===== config.mk =====
export PLATFORM = sky130hd
export DESIGN_NAME = axa_fetch
export DESIGN_NICKNAME = d
export VERILOG_FILES = /design/src/rtl/axa_pkg.sv /design/src/rtl/axa_op_class.sv /design/src/rtl/axa_fetch.sv
export SDC_FILE = /design/constraint.sdc
export NUM_CORES = 1
export LEC_CHECK = 0
export ABC_AREA = 0
export ABC_CLOCK_PERIOD_IN_PS = 2000
export CORE_MARGIN = 3
export CORE_UTILIZATION = 44
export DETAILED_ROUTE_END_ITERATION = 6
export PLACE_DENSITY = 0.78
export SLEW_MARGIN = 40
export SYNTH_ARGS = -nofsm -noshare
export SYNTH_HDL_FRONTEND = slang
export SYNTH_SLANG_ARGS = --single-unit

===== constraint.sdc =====
create_clock -name clk -period 2 [get_ports clk]
set_input_delay 0.6 -clock clk [delete_from_list [all_inputs] [get_ports clk]]
set_output_delay 0.6 -clock clk [all_outputs]
set_load 0.005 [all_outputs]

===== src/rtl/axa_pkg.sv =====
// rtl/axa_pkg.sv - AXA shared opcode fields, opcodes and front-end defaults
package axa_pkg;

    localparam int PC_W_DEF  = 16;
    localparam int DRAIN_DEF = 3;

    localparam int IR_W = 16;
    localparam int OP_W = 6;

    // Long-form opcodes live in ir[15:10]; short-form (ir[15]==0) only use ir[15:12].
    localparam int OP_HI       = 15;
    localparam int OP_LO       = 10;
    localparam int OP_SHORT_LO = 12;

    localparam logic [OP_W-1:0] OP_SYS  = 6'b111000;
    localparam logic [OP_W-1:0] OP_FAIL = 6'b110001;
    localparam logic [OP_W-1:0] OP_NOP  = 6'b111010;
    localparam logic [2:0]      BR_GROUP = 3'b101;

    localparam logic [IR_W-1:0] NOP_INSN = {OP_NOP, 10'b0};

    function automatic logic [OP_W-1:0] op_of(input logic [IR_W-1:0] ir);
        if (ir[OP_HI]) begin
            return ir[OP_HI:OP_LO];
        end
        return {ir[OP_HI:OP_SHORT_LO], 2'b00};
    endfunction

endpackage


===== src/rtl/axa_op_class.sv =====
// rtl/axa_op_class.sv - combinational opcode classifier for an AXA instruction word
//  ir          in   16  instruction word
//  op          out  6   normalised opcode
//  is_branch   out  1   opcode in the branch group
//  is_blocking out  1   sys or fail: pipeline must drain behind it
module axa_op_class
    import axa_pkg::*;
(
    input  logic [IR_W-1:0] ir,
    output logic [OP_W-1:0] op,
    output logic            is_branch,
    output logic            is_blocking
);

    always_comb begin
        op          = op_of(ir);
        is_branch   = (op[OP_W-1:OP_W-3] == BR_GROUP);
        is_blocking = (op == OP_SYS) || (op == OP_FAIL);
    end

endmodule


===== src/rtl/axa_fetch.sv =====
// rtl/axa_fetch.sv - AXA front end: PC update and instruction fetch (stages 0-1)
//  clk, reset            clock, synchronous active-high reset
//  imem_addr / imem_data instruction memory address (= pc) and same-cycle data
//  stall                 hold pc and outputs (drain counter still runs)
//  dir_rev               reverse execution: pc steps -1, issued fwd flag 0
//  br_in_s2              branch op in stage 2: hold a shadow bubble
//  redirect_en/_pc       taken branch target from stage 2
//  flush_en/_pc          jerr flush restart address (overrides redirect and stall)
//  ir_q, lastpc_q, fwd_q registered instruction, preceding pc, issue direction
module axa_fetch
    import axa_pkg::*;
#(
    parameter int DRAIN = DRAIN_DEF,
    parameter int PC_W  = PC_W_DEF
) (
    input  logic            clk,
    input  logic            reset,
    output logic [PC_W-1:0] imem_addr,
    input  logic [IR_W-1:0] imem_data,
    input  logic            stall,
    input  logic            dir_rev,
    input  logic            br_in_s2,
    input  logic            redirect_en,
    input  logic [PC_W-1:0] redirect_pc,
    input  logic            flush_en,
    input  logic [PC_W-1:0] flush_pc,
    output logic [IR_W-1:0] ir_q,
    output logic [PC_W-1:0] lastpc_q,
    output logic            fwd_q
);

    localparam int DCW = (DRAIN < 1) ? 1 : $clog2(DRAIN + 1);
    localparam logic [DCW-1:0]  DRAIN_LOAD = DCW'(DRAIN);
    localparam logic [DCW-1:0]  DRAIN_ONE  = DCW'(1);
    localparam logic [PC_W-1:0] PC_ONE     = PC_W'(1);

    logic [PC_W-1:0] pc;
    logic [PC_W-1:0] lastpc;
    logic [DCW-1:0]  drain_cnt;

    logic [OP_W-1:0] ir_op;
    logic            br_local;
    logic            blk;
    logic            unused_op;
    logic [PC_W-1:0] pc_next_step;

    axa_op_class u_op_class (
        .ir          (ir_q),
        .op          (ir_op),
        .is_branch   (br_local),
        .is_blocking (blk)
    );

    // The full opcode is for decode; fetch only needs the two class flags.
    assign unused_op = ^ir_op;

    assign imem_addr    = pc;
    assign pc_next_step = dir_rev ? (pc - PC_ONE) : (pc + PC_ONE);

    always_ff @(posedge clk) begin
        if (reset) begin
            pc        <= '0;
            lastpc    <= '0;
            ir_q      <= NOP_INSN;
            lastpc_q  <= '0;
            fwd_q     <= 1'b1;
            drain_cnt <= '0;
        end else if (flush_en) begin
            pc        <= flush_pc;
            lastpc    <= flush_pc;
            ir_q      <= NOP_INSN;
            drain_cnt <= '0;
        end else if (redirect_en) begin
            // lastpc is pc-1 regardless of direction: land after a jump
            // reports the slot just behind the branch's successor.
            pc     <= redirect_pc;
            lastpc <= pc - PC_ONE;
            if (!stall) begin
                ir_q <= NOP_INSN;
            end
        end else if (stall) begin
            // Downstream drain keeps counting while fetch is frozen.
            if (drain_cnt != '0) begin
                drain_cnt <= drain_cnt - DRAIN_ONE;
            end
        end else if (blk) begin
            ir_q      <= NOP_INSN;
            drain_cnt <= DRAIN_LOAD;
        end else if (drain_cnt != '0) begin
            ir_q      <= NOP_INSN;
            drain_cnt <= drain_cnt - DRAIN_ONE;
        end else if (br_local || br_in_s2) begin
            ir_q <= NOP_INSN;
        end else begin
            ir_q     <= imem_data;
            lastpc_q <= lastpc;
            fwd_q    <= !dir_rev;
            lastpc   <= pc;
            pc       <= pc_next_step;
        end
    end

endmodule


==> results of run 1 <==
-- final timing paths --
check                             from                   endpoint  slack [ps]  depth (start not counted)
max          imem_addr[7]$_SDFFE_PP0P_               imem_addr[7]          50                          1
min             lastpc[9]$_SDFFE_PP0P_   lastpc_q[9]$_SDFFE_PP0P_         450                          2
max reg2reg  imem_addr[4]$_SDFFE_PP0P_  imem_addr[8]$_SDFFE_PP0P_          80                          6
min reg2reg     lastpc[9]$_SDFFE_PP0P_   lastpc_q[9]$_SDFFE_PP0P_         450                          2
-- cells in the final DEF (no fill, tap or decap), drive strengths merged, types with 4 or more instances in the layout --
| master | n |
|---|---|
| clkdlybuf4s50 | 98 |
| buf | 74 |
| nand2 | 73 |
| dfxtp | 67 |
| a21oi | 45 |
| nor2 | 28 |
| o21ai | 19 |
| o211ai | 16 |
| xnor2 | 15 |
| nand2b | 15 |
| a22oi | 14 |
| clkbuf | 12 |
| nand4 | 11 |
| nor3 | 11 |
| inv | 10 |
| o22ai | 8 |
| nand3 | 8 |
| nor4 | 8 |
| a211oi | 6 |
| o21a | 5 |
| o311ai | 5 |
| xor2 | 5 |
| nor2b | 4 |
| a21o | 4 |
| o31a | 4 |
| or3 | 4 |
-- where the power goes --
group | internal, mW | switching (mW) | total, mW | leakage (nW)
combinational | 0.472 | 0.427 | 0.898 | 1.41
sequential | 1.40 | 0.0672 | 1.47 | 0.553
clock | 0.585 | 0.575 | 1.16 | 0.0979
-- kinds of logic (layout without fill, tap and decap cells) --
| group | count (synthesis) | count (layout) | synth area share, % |
|---|---|---|---|
| DFF | 67 | 67 | 36.5 |
| AOI/OAI and AO/OA | 141 | 141 | 24.9 |
| xor gates and xnor gates | 20 | 20 | 4.77 |
| and+or+nand+nor | 187 | 187 | 26.8 |
| buffers and inverters | 49 | 203 | 5.52 |
| adders and majority gates | 2 | 2 | 0.681 |
| muxes | 3 | 3 | 0.817 |
-- registers in the layout, summed over array words and instances, names as in the netlist --
name / flops
drain_cnt: 2
fwd_q: 1
imem_addr: 16
ir_q: 16
lastpc: 16
lastpc_q: 16
-- metrics by stage --
stage          TNS [ps]  util, %  power [mW]  hold slack [ps]
6_report              0     70.7        3.53              452
3_5_place_dp     -29570     65.2        2.32              442
2_1_floorplan         0        -        1.89              427
3_3_place_gp     -26540     65.2        2.30              443
4_1_cts               0     68.9        3.49              453
5_1_grt               0     70.7        3.66              467
-- final cells by class --
type | count | area [um^2] | share of cell area (%)
clock buffers | 11 | 131 | 2.35
inverters | 9 | 33.8 | 0.603
well taps | 102 | 128 | 2.28
multi-input cells | 353 | 2240 | 39.9
clock inverters | 5 | 61.3 | 1.09
repair buffers | 178 | 1640 | 29.4
flip-flops and latches | 67 | 1370 | 24.4
-- metal layers --
layer	global-route usage (%)	vias up	wire length [um]
li1	-	2005	-
met1	33.1	1964	5360
met2	46.1	219	6420
met3	5.24	19	1060
met4	7.99	0	238
met5	0	-	0
-- what timing repair did --
item / in CTS / in global routing
pin swaps: 5 / 6
gates cloned: 0 / 3
endpoints found under the setup margin: 70 / 38
resized for setup: 25 / 31
setup buffers: 5 / 1
hold buffers: 0 / 0
==> out/metrics.yaml, run 1 <==
synth:
  syn_area_um2: 3670
  synth-seq-cells: 67
  synth_common_cells: "73 x nand2_1, 67 x dfxtp_1, 45 x a21oi_1, 30 x clkbuf_1, 27 x nor2_1"
  synthDominantCellAreaShare_pct: 36.5
  synthArstFlopShare_pct: 0
  synth-main-ff-cell: "dfxtp_1"
  yosys-top-cells-area: "dfxtp_1 36%, nand2_1 7.5%, a21oi_1 6.1%"
  synth.avg_cell_area_um2: 7.84
  netlist_instances: 469
  ys_seq_area_share_pct: 36.5
  synth_most_common_cell: "nand2_1"
  synth.distinct_cells: 60
  synth_edf_count: 0
  synth_largest_area_cell: "dfxtp_1"
  synth_warnings: 0
  syn_nets: 526
placement:
  dp_slack_ps: -571
  post-place-cells: 700
  dp_hpwl_um: 9550
  io_buffers: 103
  gp_congestion: 0.959
  dpl_cell_area_um2: 5170
layout:
  nets: 675
  drive_gt1_share_pct: 20.9
  fill_cells: 649
  area_growth_pct: 52.4
  diodes: 0
  finalNonFillerCells: 725
  stdcell_area_um2: 5600
sta:
  worst_pin_slew_ps: 419
  rsz0062_at_grt: "no"
  setup_violations: 0
  drv_slew: 0
  fmax_ghz: 0.512
  period_minus_slack_ps: 1950
  postLayoutSetupSlackWorst_ps: 46.4
  fin_skew_ps: 10.0
  hold_viol_final: 0
  timing.final.crit_share_pct: 97.7
  relSlewSlack_pct: 71.9
route:
  wirelength_um: 13100
  drc_errors: 0
  vias_per_cell: 5.80
  initialDrtViolationCount: 224
  num_vias: 4207
  first_pass_iters: 5
  wl_per_cell_um: 18.0
  ant_nets: 0
floorplanning:
  die_w_um: 97.4
  initial_core_util_pct: 46.4
  dieArea_um2: 9480
  coreArea_um2: 7930
  rows: 32
  die_y_um: 97.4
  io_pins: 104
cts:
  cts_max_path_buffers: 2
  numCtsBuffers: 9
  worstSkewPairLatency_ps: 350
  cts_tree: "done"
  clock-root-buffer: "clkbuf_8"
  cts_sinks: 67
  clk_pin_slew_ps: 80
  htree_levels: 3
power:
  p_per_area_nw_per_um2: 629
  total_leakage_power_nw: 2.06
  ir_worst_vdd_uv: 441
run_status:
  status: "finished clean"
global_routing:
  overflow: 0
  track_usage_pct: 26.6
  grt_pass1_wl_um: 20600
  grt_antenna_before_repair: 0
  grt_pass1_vias: 4061
  grt_start_max_net_pins: 31
critical_path:
  cp_cell_sequence: "clkdlybuf4s50_1"
  slowest_delay_ps: 550
  startpoint_type: "flip-flop"
  arrival_ps: 1350
  cp_max_fo: 6
  path_buf_inv: 1
  critPathTopFamily: "buffers and inverters"
  path_class: "reg -> out"
  critPathSlowestCell: "clkdlybuf4s50_1"
  cp.required_ps: 1400
  endpoint_kind: "output pin"
flow_run:
  max_cap_viol_count: 0
min_path:
  holdCritPathClass: "reg -> reg"
No activity file was read; power rests on OpenSTA's default activity.
==> inputs of run 2 (changes only) <==
--- a/config.mk
+++ b/config.mk
@@ -7,10 +7,10 @@
 export LEC_CHECK = 0
 export ABC_AREA = 0
 export ABC_CLOCK_PERIOD_IN_PS = 2000
+export CAP_MARGIN = 25
 export CORE_MARGIN = 3
-export CORE_UTILIZATION = 44
+export CORE_UTILIZATION = 35
 export DETAILED_ROUTE_END_ITERATION = 6
-export PLACE_DENSITY = 0.78
 export SLEW_MARGIN = 40
 export SYNTH_ARGS = -nofsm -noshare
 export SYNTH_HDL_FRONTEND = slang
==> run 2 against run 1 <==
  * Register-to-register slack worse by 80 ps
  * Via count decreased by 1.7%
  * Core utilization shrank 14 points
  * Count of clock-buffer cells in the layout is 1 lower
  * Clock skew down 2.8 ps
  * Critical path type is now reg -> reg
  * Largest power group unchanged
==> out/metrics.yaml, run 2 (synthesized netlist as in run 1, its figures left out) <==
run_status:
  status: "finished clean"
cts:
  clk_pin_slew_ps: 90  # about the same
  worstSkewPairLatency_ps: 350  # about the same
  cts_sinks: 67  # unchanged
  clock-root-buffer: "clkbuf_8"
  cts_max_path_buffers: 2  # unchanged
  htree_levels: 3  # unchanged
  numCtsBuffers: 9  # unchanged
  cts_tree: "done"
placement:
  post-place-cells: 730  # +4.3%
  dp_hpwl_um: 9570  # +0.14%
  dp_slack_ps: -489  # +81.9 ps
  dpl_cell_area_um2: 5200  # +0.60%
  gp_congestion: 0.937  # -2.3%
  io_buffers: 103  # unchanged
global_routing:
  grt_use_met3_pct: 5.01  # -0.23 points
  grt_pass1_vias: 3864  # -4.9%
  grt_pass1_wl_um: 19900  # -3.4%
  busiest_layer: "met2"
  overflow: 0  # unchanged
  grtUsageMet2_pct: 35.6  # -11 points
  grt_antenna_before_repair: 0  # unchanged
  track_usage_pct: 21.6  # -5.0 points
  grt_util_met1_pct: 28.1  # -5.0 points
  grt_start_max_net_pins: 24  # -23%
floorplanning:
  initial_core_util_pct: 36.7  # -9.6 points
  die_w_um: 108  # +11%
  io_pins: 104  # unchanged
  coreArea_um2: 10000  # +26%
  dieArea_um2: 11800  # +24%
  rows: 36  # +13%
  die_y_um: 108  # +11%
sta:
  period_minus_slack_ps: 2000  # +45.4 ps
  rsz0062_at_grt: "yes"
  relSlewSlack_pct: 72.6  # +0.74 points
  postLayoutSetupSlackWorst_ps: 1.07  # -45.4 ps
  setup_violations: 0  # unchanged
  setup_tns_ps: 0  # unchanged
  hold_viol_final: 0  # unchanged
  timing.hold.ws_ps: 454  # +2.35 ps
  worst_pin_slew_ps: 405  # -13.7 ps
  timing.final.crit_share_pct: 99.9  # +2.3 points
  fmax_ghz: 0.500  # -2.3%
  drv_slew: 0  # unchanged
  fin_skew_ps: 7.20  # -2.83 ps
power:
  p_sw_share_pct: 31.6  # +1.3 points
  p_seq_share_pct: 42.1  # +0.5 points
  ir_worst_vdd_uv: 308  # -30%
  total_leakage_power_nw: 2.11  # +2.7%
  p_per_area_nw_per_um2: 614  # -2.5%
  power_mw: 3.48  # -1.3%
  comb_power_share_pct: 25.9  # +0.4 points
  clkPwrFrac_pct: 32.0  # -0.9 points
  net-switching-power_mw: 1.10  # +2.9%
  p_int_mw: 2.38  # -3.1%
route:
  initialDrtViolationCount: 239  # +6.7%
  first_pass_iters: 5  # unchanged
  vias_per_cell: 5.46  # -5.8%
  ant_nets: 0  # unchanged
  num_vias: 4137  # -1.7%
  wl_per_cell_um: 16.9  # -6.4%
  wirelength_um: 12800  # -2.3%
  drc_errors: 0  # unchanged
layout:
  area_growth_pct: 54.3
  finalNonFillerCells: 757  # +4.4%
  drive_gt1_share_pct: 21.2  # +0.29 points
  stdcell_area_um2: 5670  # +1.2%
  mostFrequentLayoutCells: "95 x clkdlybuf4s50_1, 72 x nand2_1, 63 x buf_4"
  multi_input_area_um2: 2240  # +0.11%
  fill_cells: 956  # +47%
  final_common_cell: "clkdlybuf4s50_1"
  diodes: 0  # unchanged
  finish.utilization_pct: 56.7  # -14 points
  nets: 676  # +0.15%
  seqCellArea_um2: 1380  # +0.92%
critical_path:
  cp.required_ps: 2280  # +880 ps
  path_buf_inv: 2  # +1
  endpoint_kind: "flip-flop"
  startpoint_type: "flip-flop"
  path_class: "reg -> reg"
  cp_max_fo: 4  # -2
  critPathTopFamily: "simple AND/OR/NAND/NOR gates"
  cp_cell_sequence: "buf_6, nor4_4, buf_4, nand3_2, o32a_1, or3_1, a31oi_1"
  arrival_ps: 2280  # +930 ps
  slowest_delay_ps: 390  # -160 ps
  critPathSlowestCell: "o32a_1"
min_path:
  holdCritPathClass: "reg -> reg"
flow_run:
  max_cap_viol_count: 0  # unchanged
run 2: cell count changes in the layout (fill, tap and decap cells not counted), sizes merged:
cell,before,now
inv,10,12
bufinv,1,0
clkbuf,12,11
dlymetal6s2s,2,5
clkdlybuf4s50,98,95
buf,74,75
run 2: cell type report:
type	instances	share of cell area, %
Tap cell	133	2.93
Timing Repair Buffer	179	29.4
Multi-Input combinational cell	353	39.5
Sequential cell	67	24.3
Clock inverter	6	0.838
Inverter	9	0.596
Clock buffer	10	2.43
run 2: path summary, 6_finish.rpt:
path / start / end / slack [ps] / depth (start not counted)
hold reg to reg: lastpc_q[0]$_SDFFE_PP0P_ / lastpc_q[0]$_SDFFE_PP0P_ / 450 / 2
setup / recovery: imem_addr[3]$_SDFFE_PP0P_ / imem_addr[13]$_SDFFE_PP0P_ / 1 / 7
setup reg to reg: imem_addr[3]$_SDFFE_PP0P_ / imem_addr[13]$_SDFFE_PP0P_ / 1 / 7
hold / removal: lastpc_q[0]$_SDFFE_PP0P_ / lastpc_q[0]$_SDFFE_PP0P_ / 450 / 2
run 2: worst register-to-register path: stages (launching register included):
cell     delay (ps)
dfxtp_4         350
buf_6           120
nor4_4          310
buf_4           170
nand3_2          80
o32a_1          390
or3_1           350
a31oi_1         160
run 2: timing repair:
action                                  in CTS  in global routing
hold buffers                                 0                  0
pin swaps                                    2                  9
endpoints found under the setup margin      50                 47
buffers inserted                             5                  4
cloned                                       0                  2
gates resized for setup                     35                 31
run 2: power groups by stage:
stage,Combinational (mW),Sequential [mW],Clock [mW]
2_1_floorplan,0.418,1.48,0
4_1_cts,0.859,1.46,1.15
3_5_place_dp,0.819,1.50,0
5_1_grt,0.974,1.47,1.19
3_3_place_gp,0.813,1.50,0
6_report,0.902,1.46,1.11
run 2: routing by layer:
| metal | vias to the layer above | part of all wire (%) |
|---|---|---|
| li1 | 2002 | - |
| met5 | - | 0 |
| met1 | 1951 | 44 |
| met4 | 0 | 1.3 |
| met3 | 18 | 7.8 |
| met2 | 166 | 47 |
